$ cat config.mk
export PLATFORM = sky130hd
export DESIGN_NAME = ecp5pll_phase_ctrl
export DESIGN_NICKNAME = d
export VERILOG_FILES = /design/src/rtl/ecp5pll_phase_ctrl.sv
export SDC_FILE = /design/constraint.sdc
export NUM_CORES = 1
export LEC_CHECK = 0
export CAP_MARGIN = 20
export CORE_ASPECT_RATIO = 1.25
export CORE_MARGIN = 3
export CORE_UTILIZATION = 30
export CTS_CLUSTER_DIAMETER = 40
export DETAILED_ROUTE_END_ITERATION = 10
export PLACE_DENSITY = 0.59
export SYNTH_ARGS = -nofsm -noshare
export SYNTH_HDL_FRONTEND = slang
export SYNTH_SLANG_ARGS = --single-unit
$ cat constraint.sdc
create_clock -name clk_i -period 2.7 [get_ports clk_i]
set_input_delay 0.54 -clock clk_i [delete_from_list [all_inputs] [get_ports clk_i]]
set_output_delay 0.54 -clock clk_i [all_outputs]
set_load 0.005 [all_outputs]
$ cat src/rtl/ecp5pll_phase_ctrl.sv
// ECP5 PLL dynamic phase-shift sequencer: turns signed per-channel step
// requests into timed phasesel/phasedir/phasestep pulses and tracks phase.
module ecp5pll_phase_ctrl #(
    parameter int CHANNELS  = 4,
    parameter int MOD0      = 16,
    parameter int MOD1      = 16,
    parameter int MOD2      = 16,
    parameter int MOD3      = 16,
    parameter int DW        = 11,
    parameter int SETUP_CYC = 2,
    parameter int STEP_CYC  = 4,
    parameter int GAP_CYC   = 4,
    parameter int LOCK_TMO  = 4096
) (
    input  logic            clk_i,
    input  logic            resetn,
    input  logic            req_valid,
    output logic            req_ready,
    input  logic [1:0]      req_chan,
    input  logic [DW-1:0]   req_delta,
    input  logic            req_reload,
    input  logic            pll_locked,
    output logic [1:0]      pll_phasesel,
    output logic            pll_phasedir,
    output logic            pll_phasestep,
    output logic            pll_phaseloadreg,
    output logic            busy,
    output logic            done,
    output logic            err,
    output logic [4*DW-1:0] phase_o
);

    localparam int T01  = (SETUP_CYC > STEP_CYC) ? SETUP_CYC : STEP_CYC;
    localparam int T02  = (T01 > GAP_CYC) ? T01 : GAP_CYC;
    localparam int TMAX = (T02 > LOCK_TMO) ? T02 : LOCK_TMO;
    localparam int TW   = $clog2(TMAX + 1);

    typedef enum logic [2:0] {
        IDLE, SETUP, STEP_HI, STEP_LO, LOAD, LOCKWAIT
    } state_t;

    state_t               state_q, state_d;
    logic [TW-1:0]        tmr_q, tmr_d;
    logic [DW:0]          cnt_q, cnt_d;
    logic                 rel_q, rel_d;
    logic [1:0]           sel_q, sel_d;
    logic                 dir_q, dir_d;
    logic                 step_q, step_d;
    logic                 load_q, load_d;
    logic                 done_q, done_d;
    logic                 err_q, err_d;
    logic [3:0][DW-1:0]   phase_q, phase_d;

    logic [DW:0]          dext;
    logic [DW:0]          mag;
    logic [DW-1:0]        cur;
    logic [DW-1:0]        last;

    function automatic logic [DW-1:0] mod_last(input logic [1:0] c);
        logic [DW-1:0] m;
        unique case (c)
            2'd0: m = DW'(MOD0 - 1);
            2'd1: m = DW'(MOD1 - 1);
            2'd2: m = DW'(MOD2 - 1);
            2'd3: m = DW'(MOD3 - 1);
        endcase
        return m;
    endfunction

    always_comb begin
        state_d = state_q;
        tmr_d   = tmr_q;
        cnt_d   = cnt_q;
        rel_d   = rel_q;
        sel_d   = sel_q;
        dir_d   = dir_q;
        phase_d = phase_q;
        done_d  = 1'b0;
        err_d   = 1'b0;
        // magnitude in DW+1 bits so the most negative delta is representable
        dext    = {req_delta[DW-1], req_delta};
        mag     = dext[DW] ? (~dext + 1'b1) : dext;
        cur     = phase_q[sel_q];
        last    = mod_last(sel_q);

        case (state_q)
            IDLE: begin
                if (req_valid) begin
                    if (int'(req_chan) >= CHANNELS) begin
                        err_d = 1'b1;
                    end else if (req_reload) begin
                        sel_d   = req_chan;
                        rel_d   = 1'b1;
                        tmr_d   = '0;
                        state_d = SETUP;
                    end else if (mag == '0) begin
                        done_d = 1'b1;
                    end else begin
                        sel_d   = req_chan;
                        dir_d   = req_delta[DW-1];
                        cnt_d   = mag;
                        rel_d   = 1'b0;
                        tmr_d   = '0;
                        state_d = SETUP;
                    end
                end
            end
            SETUP: begin
                if (tmr_q == TW'(SETUP_CYC - 1)) begin
                    tmr_d   = '0;
                    state_d = rel_q ? LOAD : STEP_HI;
                end else begin
                    tmr_d = tmr_q + TW'(1);
                end
            end
            STEP_HI: begin
                if (tmr_q == TW'(STEP_CYC - 1)) begin
                    tmr_d = '0;
                    cnt_d = cnt_q - (DW+1)'(1);
                    if (dir_q)
                        phase_d[sel_q] = (cur == '0) ? last : cur - DW'(1);
                    else
                        phase_d[sel_q] = (cur == last) ? '0 : cur + DW'(1);
                    state_d = STEP_LO;
                end else begin
                    tmr_d = tmr_q + TW'(1);
                end
            end
            STEP_LO: begin
                if (tmr_q == TW'(GAP_CYC - 1)) begin
                    tmr_d   = '0;
                    state_d = (cnt_q != '0) ? SETUP : LOCKWAIT;
                end else begin
                    tmr_d = tmr_q + TW'(1);
                end
            end
            LOAD: begin
                if (tmr_q == TW'(STEP_CYC - 1)) begin
                    tmr_d          = '0;
                    rel_d          = 1'b0;
                    phase_d[sel_q] = '0;
                    state_d        = LOCKWAIT;
                end else begin
                    tmr_d = tmr_q + TW'(1);
                end
            end
            LOCKWAIT: begin
                if (pll_locked) begin
                    done_d  = 1'b1;
                    tmr_d   = '0;
                    state_d = IDLE;
                end else if (tmr_q == TW'(LOCK_TMO - 1)) begin
                    err_d   = 1'b1;
                    tmr_d   = '0;
                    state_d = IDLE;
                end else begin
                    tmr_d = tmr_q + TW'(1);
                end
            end
            default: state_d = IDLE;
        endcase

        // strobes are registered copies of the next state, so no decode glitches
        step_d = (state_d == STEP_HI);
        load_d = (state_d == LOAD);
    end

    always_ff @(posedge clk_i or negedge resetn) begin
        if (!resetn) begin
            state_q <= IDLE;
            tmr_q   <= '0;
            cnt_q   <= '0;
            rel_q   <= 1'b0;
            sel_q   <= '0;
            dir_q   <= 1'b0;
            step_q  <= 1'b0;
            load_q  <= 1'b0;
            done_q  <= 1'b0;
            err_q   <= 1'b0;
            phase_q <= '0;
        end else begin
            state_q <= state_d;
            tmr_q   <= tmr_d;
            cnt_q   <= cnt_d;
            rel_q   <= rel_d;
            sel_q   <= sel_d;
            dir_q   <= dir_d;
            step_q  <= step_d;
            load_q  <= load_d;
            done_q  <= done_d;
            err_q   <= err_d;
            phase_q <= phase_d;
        end
    end

    assign req_ready        = (state_q == IDLE);
    assign busy             = (state_q != IDLE);
    assign pll_phasesel     = sel_q;
    assign pll_phasedir     = dir_q;
    assign pll_phasestep    = step_q;
    assign pll_phaseloadreg = load_q;
    assign done             = done_q;
    assign err              = err_q;
    assign phase_o          = phase_q;

endmodule

==> results.md <==
- Status: complete, but fails checks
- Failing checks: negative setup slack
- Internal: 3.08 mW
- ANT cells: 0
- Commonest cells after routing, fill and taps aside: buf_4 (81), dfrtp_1 (79), nand2_1 (75)
- Switching Fraction: 37.7%
- Vias per cell: 5.37
- FF-to-FF path depth: 9
- TritonCTS sink count: 80
- Measured slew at the worst slew-check pin: 0.873 ns
- Cts hold-fix bufs: 0
- Worst Path Max Fanout: 7
- GP Congestion: 0.933
- Worst EP arrival: 2.98 ns
- Fin. max-slew vios: 0
- Cell Area, Synth: 4900 µm²
- Family with the most delay on the worst path: simple AND/OR/NAND/NOR gates
- DR iter-0 viols: 375
- Vias in the first global route: 4,888
- EDFF count, synth: 0
- PwrDens: 706 nW/µm²
- Syn nets: 577
- Wire length of the first global-routing pass: 24.1 mm
- Max frequency: 361 MHz
- CP startpoint kind: flip-flop
- Routed length per instance: 16.7 µm
- DP Wirelength: 11.1 mm
- TritonCTS buffer count: 9
- Die height: 149 µm
- Clk network pwr share: 22.2%
- Largest net degree at the start of global routing: 69
- Fin crit share: 103%
- Critical path class: reg2reg
- Worst Path Buf+Inv: 2
- Worst Skew: 0.00839 ns
- Synth warn: 0
- Congestion Overflow GR: 0
- Layout cell share with drive strength beyond 1: 24.7%
- Post-placement cell count: 886
- Post-Layout Cell Count: 913
- DIE WIDTH: 120 µm
- Setup slack after layout: -0.0678 ns
- Register share of total power: 33.4%
- R2r setup slk: -0.07 ns
- Critical path depth: 9
- Critical path required time: 2.91 ns
- Rel. slew slack: 41.8%
- Top FF cell, synth: dfrtp_1
- Placeable Area: 15,800 µm²
- DR DRC count: 0
- Sequential area share after synthesis: 40.9%
- Routed WL: 15.2 mm
- Clock root cell: clkbuf_16
- Final Hold Fails: 0
- Worst skew pair latency: 0.34 ns
- Die area: 17,900 µm²
- H-tree levels: 3
- First-pass iteration count of the detailed router: 5
- CTS tree: built
- Post-Syn Instances: 553
- RSZ-0062 raised after global routing: true
- Crit-path cells: buf_12, buf_4, mux4_2, nor4_4, nand2b_4, or3_4, xor2_2, o22ai_4, a22o_1
- GRT Util Overall: 16.5%
- Critical-path top delay cell: mux4_2
- Post-Syn Area per Cell: 8.86 µm²
- Num rows: 51
- Initial Util: 31.0%
- Tmin final: 2.77 ns
- Max-cap violations: 0
- Initial antenna violation count: 0
- Crit. End Element: flip-flop
- Critical path's largest stage delay: 0.59 ns
- VDD IR max: 0.321 mV
- Clk buf depth: 2
- I/O Buffers: 70
- Aggregate negative setup slack: -0.235 ns
- Via count: 4,899
- Final net count: 722
- Static Leak: 2.93 nW
- Clock transition at path regs: 0.06 ns
- Register bit total from synthesis: 80
- P_sw: 1.86 mW
- Area delta synth->final: 42.7%
- DRT antenna net count: 0
- Library cells used by synthesis: 65
- Final Setup Violations: 4
- Commonest non-fill, non-tap cell in the layout: buf_4
- Worst hold path class: in2async
- Async set-reset flop share out of synthesis: 100%
- Io pins: 71
- Combinational Power Share: 44.5%
-- layout make-up --
type | instances | area [µm²]
Fill cell | 1561 | 8830
Clock inverter | 4 | 22.5
Multi-Input combinational cell | 427 | 2900
Inverter | 20 | 75.1
Clock buffer | 10 | 239
Sequential cell | 80 | 2000
Timing Repair Buffer | 160 | 1480
Tap cell | 212 | 265
-- synthesized netlist by cell type, types with 4 or more instances --
| library cell | n | area [µm²] |
|---|---|---|
| a211oi_1 | 6 | 45.0 |
| a21oi_1 | 38 | 190 |
| a22o_1 | 16 | 140 |
| a31oi_1 | 12 | 75.1 |
| and2_1 | 5 | 31.3 |
| and3_1 | 4 | 25.0 |
| buf_2 | 4 | 20.0 |
| buf_6 | 4 | 45.0 |
| clkbuf_1 | 17 | 63.8 |
| dfrtp_1 | 80 | 2000 |
| ha_1 | 6 | 75.1 |
| inv_1 | 20 | 75.1 |
| mux2_2 | 4 | 45.0 |
| mux4_2 | 11 | 248 |
| nand2_1 | 79 | 297 |
| nand2b_1 | 9 | 56.3 |
| nand3_1 | 24 | 120 |
| nand4_1 | 4 | 25.0 |
| nor2_1 | 36 | 135 |
| nor2b_1 | 12 | 75.1 |
| nor3_1 | 16 | 80.1 |
| nor3b_1 | 4 | 30.0 |
| nor4_1 | 5 | 31.3 |
| o21ai_0 | 41 | 205 |
| o21ai_1 | 20 | 100 |
| o22ai_1 | 4 | 25.0 |
| o31ai_1 | 5 | 37.5 |
| or2_2 | 4 | 25.0 |
| or3_1 | 5 | 31.3 |
| xnor2_1 | 5 | 43.8 |
| xor2_1 | 9 | 78.8 |
-- power groups by stage --
stage               registers [mW]  clock network, mW  logic [mW]
CTS                           1.64               1.12        2.00
global route                  1.68               1.17        2.40
finish                        1.65               1.09        2.20
floorplan                     1.54                  0        1.26
global placement              1.64                  0        1.92
detailed placement            1.65                  0        1.97
-- through the flow --
stage | cell area [µm²] | power (mW) | setup slack [ns] | hold WS [ns] | utilization, %
2_1_floorplan | 4900 | 2.80 | 0.0548 | 0.244 | -
3_3_place_gp | 6360 | 3.56 | -0.390 | 0.394 | 40.2
3_5_place_dp | 6360 | 3.63 | -0.448 | 0.400 | 40.2
4_1_cts | 6680 | 4.75 | -0.0113 | 0.0388 | 42.2
5_1_grt | 6990 | 5.24 | -0.142 | 0.0417 | 44.2
6_report | 6990 | 4.94 | -0.0678 | 0.0404 | 44.2
-- sequential cells by signal, summed over array words and instances, names as in the netlist --
name	count
cnt_q	12
done	1
err	1
phase_o	44
pll_phasedir	1
pll_phaseloadreg	1
pll_phasesel	2
pll_phasestep	1
rel_q	1
state_q	3
tmr_q	13
-- cells by family (layout without fill, tap and decap cells) --
family,after synthesis,in the layout,synth area share (%)
XOR/XNOR,14,14,2.50
adder cells (fa/ha/maj),6,6,1.53
AND/OR/NAND/NOR,223,223,22.9
flip-flops,80,80,40.9
AO/OA/AOI/OAI,167,167,21.6
buffers and inverters,46,194,4.24
multiplexers,17,17,6.38
-- layer usage --
layer / GRT usage [%] / vias up / share of wire (%)
met4: 6.18 / 0 / 1.9
met1: 19.5 / 2404 / 41
met5: 0 / - / 0
li1: - / 2305 / -
met3: 3.00 / 28 / 4.7
met2: 29.7 / 162 / 52
-- what timing repair did --
action | CTS | global route
setup endpoints to repair | 24 | 62
setup buffers | 3 | 10
hold endpoints to repair | 0 | 0
cloned | 0 | 1
pin swaps | 4 | 19
resized for setup | 9 | 55
-- worst register-to-register path, cell delays in order, from the launching register on --
cell and delay [ns]:
dfrtp_1 0.40, buf_12 0.15, buf_4 0.13, mux4_2 0.59, nor4_4 0.39, nand2b_4 0.10
or3_4 0.35, xor2_2 0.21, o22ai_4 0.12, a22o_1 0.21
-- final timing paths --
path	from	end
worst max-delay path	pll_phasesel[0]	phase_o[9]
worst min-delay path	resetn	phase_o[6]
worst max register to register	pll_phasesel[0]	phase_o[9]
worst min register to register	phase_o[35]	phase_o[35]
max in group asynchronous	resetn	state_q[2]
min in group clk_i	phase_o[35]	phase_o[35]
No activity file was read; power rests on OpenSTA's default activity.
